[src/rtl/lsu_controller.sv]
// lsu_controller: load/store sequencer between the execute stage and a
// word-addressed data memory port using a req/gnt/rvalid handshake.
//
// Ports:
//   clk, rst_n            clock (rising edge), asynchronous active-low reset
//   start                 a memory op is presented this cycle
//   is_load, mem_write    op kind (is_load wins if both are set)
//   load_type, store_type access width: 000 byte, 001 half, others word
//   load_unsigned         zero-extend the load result
//   addr, wdata           byte address and store data
//   stall                 hold the pipeline while the access is in flight
//   done                  one-cycle completion pulse
//   rdata_out             extended load result, held until the next done
//   misalign_err          one-cycle pulse: access rejected
//   bus_err               one-cycle pulse: memory did not respond in time
//   mem_req/we/addr/be/wdata   request side of the memory port
//   mem_gnt, mem_rvalid, mem_rdata   response side of the memory port
//
// Build option: define LSU_MISALIGNED_SPLIT_EN to perform misaligned
// accesses (split into two beats when they cross a word). Without it,
// misaligned halves/words are rejected with misalign_err.
module lsu_controller #(
    parameter int unsigned TIMEOUT_CYCLES = 16
) (
    input  logic        clk,
    input  logic        rst_n,
    input  logic        start,
    input  logic        is_load,
    input  logic        mem_write,
    input  logic [2:0]  load_type,
    input  logic        load_unsigned,
    input  logic [2:0]  store_type,
    input  logic [31:0] addr,
    input  logic [31:0] wdata,
    output logic        stall,
    output logic        done,
    output logic [31:0] rdata_out,
    output logic        misalign_err,
    output logic        bus_err,
    output logic        mem_req,
    output logic        mem_we,
    output logic [31:0] mem_addr,
    output logic [3:0]  mem_be,
    output logic [31:0] mem_wdata,
    input  logic        mem_gnt,
    input  logic        mem_rvalid,
    input  logic [31:0] mem_rdata
);

    typedef enum logic [2:0] {IDLE, REQ0, WAIT0, REQ1, WAIT1, DONE} state_t;

    state_t      state_q, state_d;
    logic        load_q, load_d;
    logic [2:0]  type_q, type_d;
    logic        uns_q, uns_d;
    logic [1:0]  off_q, off_d;
    logic [31:0] cnt_q, cnt_d;
    logic        mem_req_q, mem_req_d;
    logic        mem_we_q, mem_we_d;
    logic [31:0] mem_addr_q, mem_addr_d;
    logic [3:0]  mem_be_q, mem_be_d;
    logic [31:0] mem_wdata_q, mem_wdata_d;
    logic        done_q, done_d;
    logic        misalign_q, misalign_d;
    logic        bus_err_q, bus_err_d;
    logic [31:0] rdata_q, rdata_d;
`ifdef LSU_MISALIGNED_SPLIT_EN
    // Second-beat context: high byte enables, original store data, low word.
    logic [3:0]  be_hi_q, be_hi_d;
    logic [31:0] wdata_q, wdata_d;
    logic [31:0] lo_q, lo_d;
`endif

    logic [2:0]  in_type;
    logic [3:0]  in_mask;
    logic [7:0]  in_window;
    logic        in_reject;
    logic        timed_out;

    // Byte mask for an access width code, before lane shifting.
    function automatic logic [3:0] size_mask(input logic [2:0] ty);
        case (ty)
            3'b000:  size_mask = 4'b0001;
            3'b001:  size_mask = 4'b0011;
            default: size_mask = 4'b1111;
        endcase
    endfunction

    // Pick the addressed bytes out of the {hi,lo} word pair and extend them.
    function automatic logic [31:0] extract(input logic [63:0] pair,
                                            input logic [1:0]  off,
                                            input logic [2:0]  ty,
                                            input logic        uns);
        logic [31:0] sh;
        sh = 32'(pair >> {off, 3'b000});
        case (ty)
            3'b000:  extract = uns ? {24'h0, sh[7:0]}  : {{24{sh[7]}},  sh[7:0]};
            3'b001:  extract = uns ? {16'h0, sh[15:0]} : {{16{sh[15]}}, sh[15:0]};
            default: extract = sh;
        endcase
    endfunction

    assign in_type   = is_load ? load_type : store_type;
    assign in_mask   = size_mask(in_type);
    // 8-bit window: bits [7:4] set means the access spills into the next word.
    assign in_window = {4'b0000, in_mask} << addr[1:0];

`ifdef LSU_MISALIGNED_SPLIT_EN
    assign in_reject = 1'b0;
`else
    // A word at off!=0 always crosses; a half is rejected on any odd offset.
    assign in_reject = (in_window[7:4] != 4'b0000) || (in_type == 3'b001 && addr[0]);
`endif

    assign timed_out = (TIMEOUT_CYCLES != 0) && (cnt_q >= 32'(TIMEOUT_CYCLES) - 32'd1);

    // Combinational stall covers the cycle where start is seen in IDLE.
    assign stall = rst_n && ((state_q != IDLE && state_q != DONE) ||
                             (state_q == IDLE && start && (is_load || mem_write)));

    assign done         = done_q;
    assign rdata_out    = rdata_q;
    assign misalign_err = misalign_q;
    assign bus_err      = bus_err_q;
    assign mem_req      = mem_req_q;
    assign mem_we       = mem_we_q;
    assign mem_addr     = mem_addr_q;
    assign mem_be       = mem_be_q;
    assign mem_wdata    = mem_wdata_q;

    // Next-state and next-output computation. Request outputs are computed
    // for the state being entered so they come straight from flops.
    always_comb begin
        state_d     = state_q;
        load_d      = load_q;
        type_d      = type_q;
        uns_d       = uns_q;
        off_d       = off_q;
        cnt_d       = cnt_q;
        mem_req_d   = mem_req_q;
        mem_we_d    = mem_we_q;
        mem_addr_d  = mem_addr_q;
        mem_be_d    = mem_be_q;
        mem_wdata_d = mem_wdata_q;
        rdata_d     = rdata_q;
        done_d      = 1'b0;
        misalign_d  = 1'b0;
        bus_err_d   = 1'b0;
`ifdef LSU_MISALIGNED_SPLIT_EN
        be_hi_d     = be_hi_q;
        wdata_d     = wdata_q;
        lo_d        = lo_q;
`endif

        if ((state_q inside {REQ0, WAIT0, REQ1, WAIT1}) && cnt_q != '1) begin
            cnt_d = cnt_q + 32'd1;
        end

        case (state_q)
            IDLE: begin
                if (start && (is_load || mem_write)) begin
                    load_d = is_load;
                    type_d = in_type;
                    uns_d  = load_unsigned;
                    off_d  = addr[1:0];
`ifdef LSU_MISALIGNED_SPLIT_EN
                    be_hi_d = in_window[7:4];
                    wdata_d = wdata;
`endif
                    if (in_reject) begin
                        misalign_d = 1'b1;
                    end else begin
                        state_d     = REQ0;
                        mem_req_d   = 1'b1;
                        mem_we_d    = !is_load;
                        mem_addr_d  = {addr[31:2], 2'b00};
                        mem_be_d    = in_window[3:0];
                        mem_wdata_d = wdata << {addr[1:0], 3'b000};
                    end
                end
            end
            REQ0, REQ1: begin
                if (mem_gnt) begin
                    state_d   = (state_q == REQ0) ? WAIT0 : WAIT1;
                    mem_req_d = 1'b0;
                    mem_we_d  = 1'b0;
                end else if (timed_out) begin
                    state_d   = IDLE;
                    mem_req_d = 1'b0;
                    mem_we_d  = 1'b0;
                    bus_err_d = 1'b1;
                end
            end
            WAIT0: begin
                if (mem_rvalid) begin
`ifdef LSU_MISALIGNED_SPLIT_EN
                    lo_d = mem_rdata;
                    if (be_hi_q != 4'b0000) begin
                        state_d     = REQ1;
                        mem_req_d   = 1'b1;
                        mem_we_d    = !load_q;
                        mem_addr_d  = mem_addr_q + 32'd4;
                        mem_be_d    = be_hi_q;
                        mem_wdata_d = wdata_q >> (6'd32 - {1'b0, off_q, 3'b000});
                    end else begin
                        state_d = DONE;
                        done_d  = 1'b1;
                        if (load_q) rdata_d = extract({32'h0, mem_rdata}, off_q, type_q, uns_q);
                    end
`else
                    state_d = DONE;
                    done_d  = 1'b1;
                    if (load_q) rdata_d = extract({32'h0, mem_rdata}, off_q, type_q, uns_q);
`endif
                end else if (timed_out) begin
                    state_d   = IDLE;
                    bus_err_d = 1'b1;
                end
            end
`ifdef LSU_MISALIGNED_SPLIT_EN
            WAIT1: begin
                if (mem_rvalid) begin
                    state_d = DONE;
                    done_d  = 1'b1;
                    if (load_q) rdata_d = extract({mem_rdata, lo_q}, off_q, type_q, uns_q);
                end else if (timed_out) begin
                    state_d   = IDLE;
                    bus_err_d = 1'b1;
                end
            end
`endif
            DONE: begin
                state_d = IDLE;
            end
            default: begin
                state_d   = IDLE;
                mem_req_d = 1'b0;
                mem_we_d  = 1'b0;
            end
        endcase

        // The timeout counter measures time spent in the current state.
        if (state_d != state_q) begin
            cnt_d = '0;
        end
    end

    // All state and registered outputs; reset drops mem_req immediately.
    always_ff @(posedge clk or negedge rst_n) begin
        if (!rst_n) begin
            state_q     <= IDLE;
            load_q      <= 1'b0;
            type_q      <= 3'b000;
            uns_q       <= 1'b0;
            off_q       <= 2'b00;
            cnt_q       <= '0;
            mem_req_q   <= 1'b0;
            mem_we_q    <= 1'b0;
            mem_addr_q  <= '0;
            mem_be_q    <= '0;
            mem_wdata_q <= '0;
            rdata_q     <= '0;
            done_q      <= 1'b0;
            misalign_q  <= 1'b0;
            bus_err_q   <= 1'b0;
`ifdef LSU_MISALIGNED_SPLIT_EN
            be_hi_q     <= '0;
            wdata_q     <= '0;
            lo_q        <= '0;
`endif
        end else begin
            state_q     <= state_d;
            load_q      <= load_d;
            type_q      <= type_d;
            uns_q       <= uns_d;
            off_q       <= off_d;
            cnt_q       <= cnt_d;
            mem_req_q   <= mem_req_d;
            mem_we_q    <= mem_we_d;
            mem_addr_q  <= mem_addr_d;
            mem_be_q    <= mem_be_d;
            mem_wdata_q <= mem_wdata_d;
            rdata_q     <= rdata_d;
            done_q      <= done_d;
            misalign_q  <= misalign_d;
            bus_err_q   <= bus_err_d;
`ifdef LSU_MISALIGNED_SPLIT_EN
            be_hi_q     <= be_hi_d;
            wdata_q     <= wdata_d;
            lo_q        <= lo_d;
`endif
        end
    end

endmodule

[config.mk]
export PLATFORM = sky130hd
export DESIGN_NAME = lsu_controller
export DESIGN_NICKNAME = d
export VERILOG_FILES = /design/src/rtl/lsu_controller.sv
export SDC_FILE = /design/constraint.sdc
export NUM_CORES = 1
export LEC_CHECK = 0
export BUFFER_PORTS_ARGS = -buffer_cell sky130_fd_sc_hd__buf_4
export CAP_MARGIN = 20
export CORE_MARGIN = 5
export CORE_UTILIZATION = 47
export CTS_CLUSTER_SIZE = 30
export DETAILED_ROUTE_END_ITERATION = 8
export GPL_TIMING_DRIVEN = 0
export PLACE_DENSITY = 0.8
export SLEW_MARGIN = 15
export SYNTH_ARGS = -nofsm -noshare
export SYNTH_HDL_FRONTEND = slang
export SYNTH_SLANG_ARGS = --single-unit
export TNS_END_PERCENT = 1
[constraint.sdc]
create_clock -name clk -period 2.4 [get_ports clk]
set_clock_uncertainty 0.05 [all_clocks]
set_input_delay 0.12 -clock clk [delete_from_list [all_inputs] [get_ports clk]]
set_output_delay 0.12 -clock clk [all_outputs]
set_load 0.02 [all_outputs]
==> metrics.txt, run 1 <==
# TYPE chip_impl_metric gauge
chip_impl_metric{name="io-pin-count",unit=""} 216
chip_impl_metric{name="groute.usage.overall",unit="%"} 25.2
chip_impl_metric{name="finalCriticalPeriod",unit="ps"} 2350
chip_impl_metric{name="yosysWarnings",unit=""} 0
chip_impl_metric{name="post-route-worst-setup-slack",unit="ps"} 51.3
chip_impl_metric{name="first_global_vias",unit=""} 6831
chip_impl_metric{name="synth_simple_gate_area_share",unit="%"} 16.2
chip_impl_info{name="timing.hold.worst.class",value="input port to flip-flop"} 1
chip_impl_metric{name="timing.critical_path.arrival",unit="ps"} 2610
chip_impl_metric{name="synthMuxAreaShare",unit="%"} 14.1
chip_impl_info{name="synth_area_leaders",value="sky130_fd_sc_hd__dfrtp_1, sky130_fd_sc_hd__mux2_4, sky130_fd_sc_hd__mux2i_1"} 1
chip_impl_metric{name="post_synth_fa_ha_maj_area_fraction",unit="%"} 0.177
chip_impl_metric{name="share_of_cells_above_drive_strength_1",unit="%"} 32.9
chip_impl_info{name="endpoint_kind_of_the_worst_setup_timing_path",value="flip-flop"} 1
chip_impl_metric{name="clk_latency",unit="ps"} 430
chip_impl_metric{name="drv.max_cap_violation_count",unit=""} 0
chip_impl_info{name="synth_top_family_by_area",value="simple AND/OR/NAND/NOR gates"} 1
chip_impl_metric{name="avgViaCountPerCell",unit=""} 5.58
chip_impl_metric{name="maxSlewHeadroom",unit="%"} 41.6
chip_impl_info{name="tritoncts",value="yes"} 1
chip_impl_metric{name="psw",unit="W"} 0.00488
chip_impl_metric{name="drv_slew",unit=""} 0
chip_impl_metric{name="postSynthAreaPerCell",unit="um2"} 10.1
chip_impl_metric{name="achievable-frequency",unit="GHz"} 0.426
chip_impl_info{name="synth.largest_area_cell",value="sky130_fd_sc_hd__dfrtp_1"} 1
chip_impl_metric{name="power.share.combinational",unit="%"} 46.2
chip_impl_metric{name="final.fill_count",unit=""} 1105
chip_impl_metric{name="worst-slew-pin-transition",unit="ps"} 870
chip_impl_metric{name="final_core_utilization",unit="%"} 69.0
chip_impl_metric{name="hold_ws",unit="ps"} 6.65
chip_impl_metric{name="largest_net_degree_at_the_start_of_global_routing",unit=""} 85
chip_impl_metric{name="leakagePower",unit="nW"} 4.82
chip_impl_metric{name="placementRows",unit=""} 44
chip_impl_metric{name="die_area",unit="um2"} 17600
chip_impl_metric{name="intPower",unit="W"} 0.00734
chip_impl_metric{name="post_synth_num_cell_types",unit=""} 49
chip_impl_metric{name="power-per-cell-area",unit="nW/um2"} 1210
chip_impl_metric{name="drt_first_pass_iters",unit=""} 5
chip_impl_metric{name="finish.net_count",unit=""} 1095
chip_impl_metric{name="final.period_utilization",unit="%"} 97.9
chip_impl_metric{name="sw_frac_of_total",unit="%"} 40.0
chip_impl_metric{name="num_cts_buffers",unit=""} 17
chip_impl_info{name="most_common_library_cells_after_synthesis",value="sky130_fd_sc_hd__dfrtp_1, sky130_fd_sc_hd__nand2_1, sky130_fd_sc_hd__nor2_1"} 1
chip_impl_metric{name="die_y",unit="um"} 133
chip_impl_metric{name="initial_core_util",unit="%"} 48.2
chip_impl_metric{name="share_of_yosys_cell_area_claimed_by_the_top_area_cell_type",unit="%"} 51.4
chip_impl_metric{name="yosys.area_share.xor_xnor",unit="%"} 0.745
chip_impl_metric{name="antenna_left",unit=""} 0
chip_impl_metric{name="finalSetupViolations",unit=""} 0
chip_impl_metric{name="area.growth.synth_to_final",unit="%"} 43.3
chip_impl_metric{name="wl",unit="mm"} 22.1
chip_impl_metric{name="area_fraction_in_compound_gates_after_synthesis",unit="%"} 13.5
chip_impl_info{name="ys.flop_type",value="sky130_fd_sc_hd__dfrtp_1"} 1
chip_impl_metric{name="drt_iter0_markers",unit=""} 450
chip_impl_metric{name="synth.yosys.seq_area_share",unit="%"} 51.4
chip_impl_metric{name="synth_area",unit="um2"} 7060
chip_impl_metric{name="clock_sink_count",unit=""} 145
chip_impl_info{name="r2r_end",value="mem_wdata[25]$_DFFE_PN0P_"} 1
chip_impl_metric{name="clkTransAtPathRegs",unit="ps"} 60
chip_impl_metric{name="final_hold_viol_count",unit=""} 0
chip_impl_metric{name="hold-path-cell-count",unit=""} 4
chip_impl_metric{name="report.power.total",unit="W"} 0.0122
chip_impl_info{name="hp-start",value="mem_gnt"} 1
chip_impl_metric{name="die_w",unit="um"} 133
chip_impl_info{name="reg2reg_from",value="state_q[2]$_DFF_PN0_"} 1
chip_impl_info{name="ctsRootBufferMaster",value="sky130_fd_sc_hd__clkbuf_16"} 1
chip_impl_metric{name="synth-edff-count",unit=""} 0
chip_impl_metric{name="h-tree-depth",unit=""} 4
chip_impl_metric{name="max-vdd-ir-drop",unit="uV"} 708
chip_impl_info{name="hold_critical_path_endpoint",value="state_q[0]$_DFF_PN0_"} 1
chip_impl_metric{name="placement.setup.worst_slack",unit="ps"} -430
chip_impl_metric{name="regToRegSetupSlack",unit="ps"} 50
chip_impl_metric{name="finish.instance_area",unit="um2"} 10100
chip_impl_metric{name="synth_seq_cells",unit=""} 145
chip_impl_metric{name="synthArstFlopShare",unit="%"} 100
chip_impl_metric{name="ctsLongestPathBuffers",unit=""} 2
chip_impl_metric{name="route.detailed.drc",unit=""} 0
chip_impl_info{name="rsz_0062_raised_after_global_routing",value="yes"} 1
chip_impl_metric{name="grt_pass1_wl",unit="mm"} 35.6
chip_impl_metric{name="worstPathRequired",unit="ps"} 2660
chip_impl_metric{name="overflow",unit=""} 0
chip_impl_metric{name="port-buffer-count",unit=""} 212
chip_impl_metric{name="num_antenna_cells",unit=""} 0
chip_impl_metric{name="vias",unit=""} 6590
chip_impl_metric{name="worst-path-max-fanout",unit=""} 10
chip_impl_metric{name="core-area",unit="um2"} 14600
chip_impl_metric{name="ff2ff_path_depth",unit=""} 7
chip_impl_info{name="launching_element_type_of_the_critical_path",value="flip-flop"} 1
chip_impl_metric{name="power_frac_seq",unit="%"} 32.9
chip_impl_metric{name="synthCells",unit=""} 697
chip_impl_metric{name="postPlaceCellArea",unit="um2"} 8920
chip_impl_metric{name="place_congestion",unit=""} 0.899
chip_impl_metric{name="post_drt_wl_per_cell",unit="um"} 18.7
chip_impl_metric{name="power_frac_clock",unit="%"} 20.9
chip_impl_metric{name="number_of_antenna_violations_at_the_first_check_in_global_routing",unit=""} 0
chip_impl_info{name="synth_most_common_cell",value="sky130_fd_sc_hd__dfrtp_1"} 1
chip_impl_info{name="crit_type",value="flip-flop to flip-flop"} 1
chip_impl_metric{name="detailedPlacementHpwl",unit="mm"} 15.7
chip_impl_info{name="run_status",value="complete, no violations"} 1
timing repair:
item | in CTS | in global routing
endpoints found under the hold margin | 119 | 0
hold buffers | 54 | 0
setup buffers | 1 | 0
endpoints found under the setup margin | 134 | 102
gates cloned | 0 | 0
pin swaps | 2 | 2
resized for setup | 8 | 26
placed cells by master (no fill, tap or decap), types with 16 or more instances in the layout:
| cell | count |
|---|---|
| sky130_fd_sc_hd__dfrtp_1 | 145 |
| sky130_fd_sc_hd__clkbuf_1 | 16 |
| sky130_fd_sc_hd__nor2_1 | 74 |
| sky130_fd_sc_hd__a21oi_1 | 51 |
| sky130_fd_sc_hd__clkbuf_16 | 17 |
| sky130_fd_sc_hd__o21ai_0 | 33 |
| sky130_fd_sc_hd__buf_4 | 216 |
| sky130_fd_sc_hd__nand2_1 | 86 |
| sky130_fd_sc_hd__mux2_4 | 26 |
| sky130_fd_sc_hd__mux2_2 | 20 |
| sky130_fd_sc_hd__dlygate4sd3_1 | 54 |
| sky130_fd_sc_hd__a31oi_1 | 29 |
| sky130_fd_sc_hd__mux2i_1 | 37 |
per-stage QoR:
step                      std cells  setup TNS, ps
after floorplan                 698              0
after global placement         1094         -35760
after detailed placement       1095         -39380
after CTS                      1182           -106
after global routing           1181           -276
final                          1181              0
cell families after synthesis:
kind of cell               Yosys count
DFF                                145
xor gates and xnor gates             6
AOI/OAI and AO/OA                  157
and+or+nand+nor                    245
other                                1
adders and majority gates            1
buffers and inverters               58
muxes                               84
power groups by stage:
stage                     clock network [W]  registers (W)  logic [W]
after global routing                0.00269        0.00412    0.00606
after floorplan                           0        0.00494    0.00224
after CTS                           0.00258        0.00397    0.00563
after detailed placement                  0        0.00398    0.00551
final                               0.00256        0.00402    0.00565
after global placement                    0        0.00395    0.00541
worst max-delay path: stages (launching register included):
cell and delay [ps]:
sky130_fd_sc_hd__dfrtp_1 350, sky130_fd_sc_hd__buf_2 170, sky130_fd_sc_hd__or4b_4 580, sky130_fd_sc_hd__nor4_4 350
sky130_fd_sc_hd__a31oi_4 70, sky130_fd_sc_hd__buf_6 180, sky130_fd_sc_hd__buf_6 160, sky130_fd_sc_hd__mux2_4 310
registers in the layout, indices dropped and copies added, names as in the netlist:
| name | flops |
|---|---|
| cnt_q | 32 |
| mem_wdata | 32 |
| rdata_out | 32 |
| mem_addr | 30 |
| mem_be | 4 |
| state_q | 3 |
| type_q | 3 |
| off_q | 2 |
| bus_err | 1 |
| done | 1 |
| load_q | 1 |
| mem_req | 1 |
| mem_we | 1 |
| misalign_err | 1 |
| uns_q | 1 |
how the worst max path moves through the flow:
| stage | start | to | slack [ps] | cells after the start |
|---|---|---|---|---|
| 3_3_place_gp | state_q[1]$_DFF_PN0_ | cnt_q[0]$_DFFE_PN0P_ | -390 | 8 |
| 6_report | state_q[2]$_DFF_PN0_ | mem_wdata[25]$_DFFE_PN0P_ | 50 | 7 |
| 4_1_cts | state_q[2]$_DFF_PN0_ | cnt_q[14]$_DFFE_PN0P_ | -10 | 8 |
| 3_5_place_dp | state_q[1]$_DFF_PN0_ | cnt_q[11]$_DFFE_PN0P_ | -430 | 8 |
| 2_1_floorplan | state_q[1]$_DFF_PN0_ | mem_addr[10]$_DFFE_PN0P_ | 80 | 7 |
| 5_1_grt | cnt_q[4]$_DFFE_PN0P_ | cnt_q[31]$_DFFE_PN0P_ | -90 | 6 |
per-layer routing:
metal	track usage (%)	up-vias	wire [um]
met4	9.64	0	684
li1	-	3057	-
met3	9.26	55	2160
met1	29.8	3152	8360
met2	42.1	326	10900
met5	0	-	0
cell type report:
class / count / area (um2) / area share, %
clock buffer: 18 / 429 / 4.24
tap: 184 / 230 / 2.28
timing repair buffer: 268 / 2170 / 21.5
multi-input combinational: 495 / 3230 / 32.0
clock inverter: 14 / 133 / 1.31
inverter: 11 / 41.3 / 0.408
sequential: 145 / 3630 / 35.9
buffer: 46 / 241 / 2.39
(Power assumes the default switching activity.)
==> run 2: changes to the inputs <==
--- a/config.mk
+++ b/config.mk
@@ -12,7 +12,7 @@
 export CTS_CLUSTER_SIZE = 30
 export DETAILED_ROUTE_END_ITERATION = 8
 export GPL_TIMING_DRIVEN = 0
-export PLACE_DENSITY = 0.8
+export PLACE_DENSITY = 0.77
 export SLEW_MARGIN = 15
 export SYNTH_ARGS = -nofsm -noshare
 export SYNTH_HDL_FRONTEND = slang
==> run 2 against run 1 <==
Via count down 1.6%. Die area unchanged. Non-clock buffer count down 3. Global-route usage down 0.32 points. Register-to-register slack worse by 20 ps. Count of clock-buffer cells in the layout up 3. Worst hold slack better by 4.0 ps. Critical endpoint is now mem_addr[9]$_DFFE_PN0P_. Largest cell class unchanged.
==> metrics.txt, run 2 (synthesis results as in run 1) <==
# TYPE chip_impl_metric gauge
chip_impl_metric{name="post-route-worst-setup-slack",unit="ps"} 35.9
chip_impl_metric{name="die_y",unit="um"} 133
chip_impl_metric{name="first_global_vias",unit=""} 6669
chip_impl_metric{name="leakagePower",unit="nW"} 4.84
chip_impl_info{name="rsz_0062_raised_after_global_routing",value="yes"} 1
chip_impl_metric{name="route.met3.wl",unit="mm"} 2.00
chip_impl_metric{name="final.fill_count",unit=""} 1097
chip_impl_metric{name="placementRows",unit=""} 44
chip_impl_metric{name="initial_core_util",unit="%"} 48.2
chip_impl_info{name="tritoncts",value="yes"} 1
chip_impl_metric{name="die_w",unit="um"} 133
chip_impl_metric{name="clk_latency",unit="ps"} 420
chip_impl_metric{name="share_of_cells_above_drive_strength_1",unit="%"} 33.2
chip_impl_metric{name="worstPathRequired",unit="ps"} 2660
chip_impl_info{name="launching_element_type_of_the_critical_path",value="flip-flop"} 1
chip_impl_metric{name="regToRegSetupSlack",unit="ps"} 40
chip_impl_info{name="timing.hold.worst.class",value="input port to flip-flop"} 1
chip_impl_metric{name="place_congestion",unit=""} 0.871
chip_impl_metric{name="worst-path-max-fanout",unit=""} 10
chip_impl_metric{name="wl",unit="mm"} 22.0
chip_impl_metric{name="post_drt_wl_per_cell",unit="um"} 18.6
chip_impl_info{name="mostFrequentLayoutCell",value="sky130_fd_sc_hd__buf_4"} 1
chip_impl_metric{name="ctsLongestPathBuffers",unit=""} 2
chip_impl_metric{name="worst-slew-pin-transition",unit="ps"} 974
chip_impl_metric{name="final.period_utilization",unit="%"} 98.5
chip_impl_metric{name="max-vdd-ir-drop",unit="uV"} 771
chip_impl_metric{name="route.detailed.drc",unit=""} 0
chip_impl_metric{name="drt_first_pass_iters",unit=""} 5
chip_impl_metric{name="number_of_antenna_violations_at_the_first_check_in_global_routing",unit=""} 0
chip_impl_metric{name="num_cts_buffers",unit=""} 17
chip_impl_metric{name="clock_sink_count",unit=""} 145
chip_impl_metric{name="avgViaCountPerCell",unit=""} 5.51
chip_impl_metric{name="clkTransAtPathRegs",unit="ps"} 60
chip_impl_metric{name="detailedPlacementHpwl",unit="mm"} 15.7
chip_impl_metric{name="num_antenna_cells",unit=""} 0
chip_impl_metric{name="groute.usage.overall",unit="%"} 24.9
chip_impl_metric{name="die_area",unit="um2"} 17600
chip_impl_info{name="endpoint_kind_of_the_worst_setup_timing_path",value="flip-flop"} 1
chip_impl_metric{name="area.growth.synth_to_final",unit="%"} 44.0
chip_impl_metric{name="achievable-frequency",unit="GHz"} 0.423
chip_impl_metric{name="timing.critical_path.arrival",unit="ps"} 2620
chip_impl_metric{name="placement.setup.worst_slack",unit="ps"} -412
chip_impl_metric{name="maxSlewHeadroom",unit="%"} 34.5
chip_impl_metric{name="largest_net_degree_at_the_start_of_global_routing",unit=""} 99
chip_impl_metric{name="final_hold_viol_count",unit=""} 0
chip_impl_metric{name="finish.instance_area",unit="um2"} 10200
chip_impl_metric{name="overflow",unit=""} 0
chip_impl_metric{name="grt_pass1_wl",unit="mm"} 35.0
chip_impl_metric{name="layout.area.seq",unit="um2"} 3630
chip_impl_metric{name="finalCriticalPeriod",unit="ps"} 2360
chip_impl_metric{name="drt-met1-wl",unit="mm"} 8.64
chip_impl_info{name="layout.cells.most_common_list",value="sky130_fd_sc_hd__buf_4, sky130_fd_sc_hd__dfrtp_1, sky130_fd_sc_hd__nand2_1"} 1
chip_impl_metric{name="wl_met2",unit="mm"} 10.8
chip_impl_metric{name="finish.net_count",unit=""} 1092
chip_impl_metric{name="io-pin-count",unit=""} 216
chip_impl_metric{name="antenna_left",unit=""} 0
chip_impl_metric{name="multi_input_area",unit="um2"} 3220
chip_impl_metric{name="port-buffer-count",unit=""} 212
chip_impl_info{name="ctsRootBufferMaster",value="sky130_fd_sc_hd__clkbuf_16"} 1
chip_impl_metric{name="drv_slew",unit=""} 0
chip_impl_metric{name="finalSetupViolations",unit=""} 0
chip_impl_metric{name="postPlaceCellArea",unit="um2"} 8920
chip_impl_info{name="run_status",value="complete, no violations"} 1
chip_impl_info{name="top_layer",value="met4"} 1
chip_impl_info{name="hp-start",value="store_type[2]"} 1
chip_impl_metric{name="core-area",unit="um2"} 14600
chip_impl_metric{name="vias",unit=""} 6486
chip_impl_metric{name="drv.max_cap_violation_count",unit=""} 0
chip_impl_metric{name="h-tree-depth",unit=""} 4
chip_impl_info{name="worst_setup_path_startpoint",value="state_q[2]$_DFF_PN0_"} 1
chip_impl_metric{name="power-per-cell-area",unit="nW/um2"} 1240
chip_impl_metric{name="drt_iter0_markers",unit=""} 466
chip_impl_info{name="crit_type",value="flip-flop to flip-flop"} 1
chip_impl_info{name="reg2reg_from",value="state_q[2]$_DFF_PN0_"} 1
## run 2: per-layer routing
| metal | vias up | GRT usage [%] |
|---|---|---|
| li1 | 3064 | - |
| met1 | 3089 | 30.6 |
| met2 | 288 | 41.1 |
| met3 | 45 | 8.43 |
| met4 | 0 | 8.72 |
| met5 | - | 0 |
## run 2: layout make-up
type	count	area share, %
Buffer	47	2.64
Inverter	11	0.406
Sequential cell	145	35.7
Timing Repair Buffer	264	21.0
Clock buffer	21	4.53
Tap cell	184	2.27
Clock inverter	11	1.72
Multi-Input combinational cell	495	31.7
## run 2: critical path: stages, from the launching register on
cell and delay, ps:
sky130_fd_sc_hd__dfrtp_1 370, sky130_fd_sc_hd__buf_6 130, sky130_fd_sc_hd__or4b_4 570, sky130_fd_sc_hd__nor4_4 400, sky130_fd_sc_hd__a31oi_2 80, sky130_fd_sc_hd__buf_6 180
sky130_fd_sc_hd__buf_8 160, sky130_fd_sc_hd__mux2_4 310
## run 2: path summary, 6_finish.rpt
check,endpoint,cells after the start
worst min-delay path,type_q[2]$_DFFE_PN0P_,3
max in group asynchronous,rdata_out[24]$_DFFE_PN0P_,3
worst max-delay path,mem_addr[9]$_DFFE_PN0P_,7
min in group asynchronous,mem_addr[27]$_DFFE_PN0P_,2
worst min register to register,mem_be[0]$_DFFE_PN0P_,1
worst max register to register,mem_addr[9]$_DFFE_PN0P_,7
## run 2: metrics by stage
stage	TNS [ps]	cells	utilization (%)	hold slack (ps)	power [W]
after floorplan	0	698	-	-226	0.00718
after global placement	-38720	1094	60.6	262	0.00939
after detailed placement	-35660	1095	60.9	-3.95	0.00952
after CTS	-15310	1176	68.7	2.94	0.0125
after global routing	-980	1178	69.4	4.67	0.0132
final	0	1178	69.4	10.6	0.0126
## run 2: timing repair
item,4_1_cts,5_1_grt
setup buffers,0,2
pin swaps,1,2
setup endpoints to repair,134,122
endpoints found under the hold margin,103,0
resized for setup,8,37
hold buffers,49,0
## run 2: where the power goes
part	internal [W]	switching (W)	total (W)
Sequential	0.00339	0.000594	0.00398
Clock	0.00181	0.00106	0.00286
Combinational	0.00253	0.00319	0.00572
Total	0.00772	0.00484	0.0126
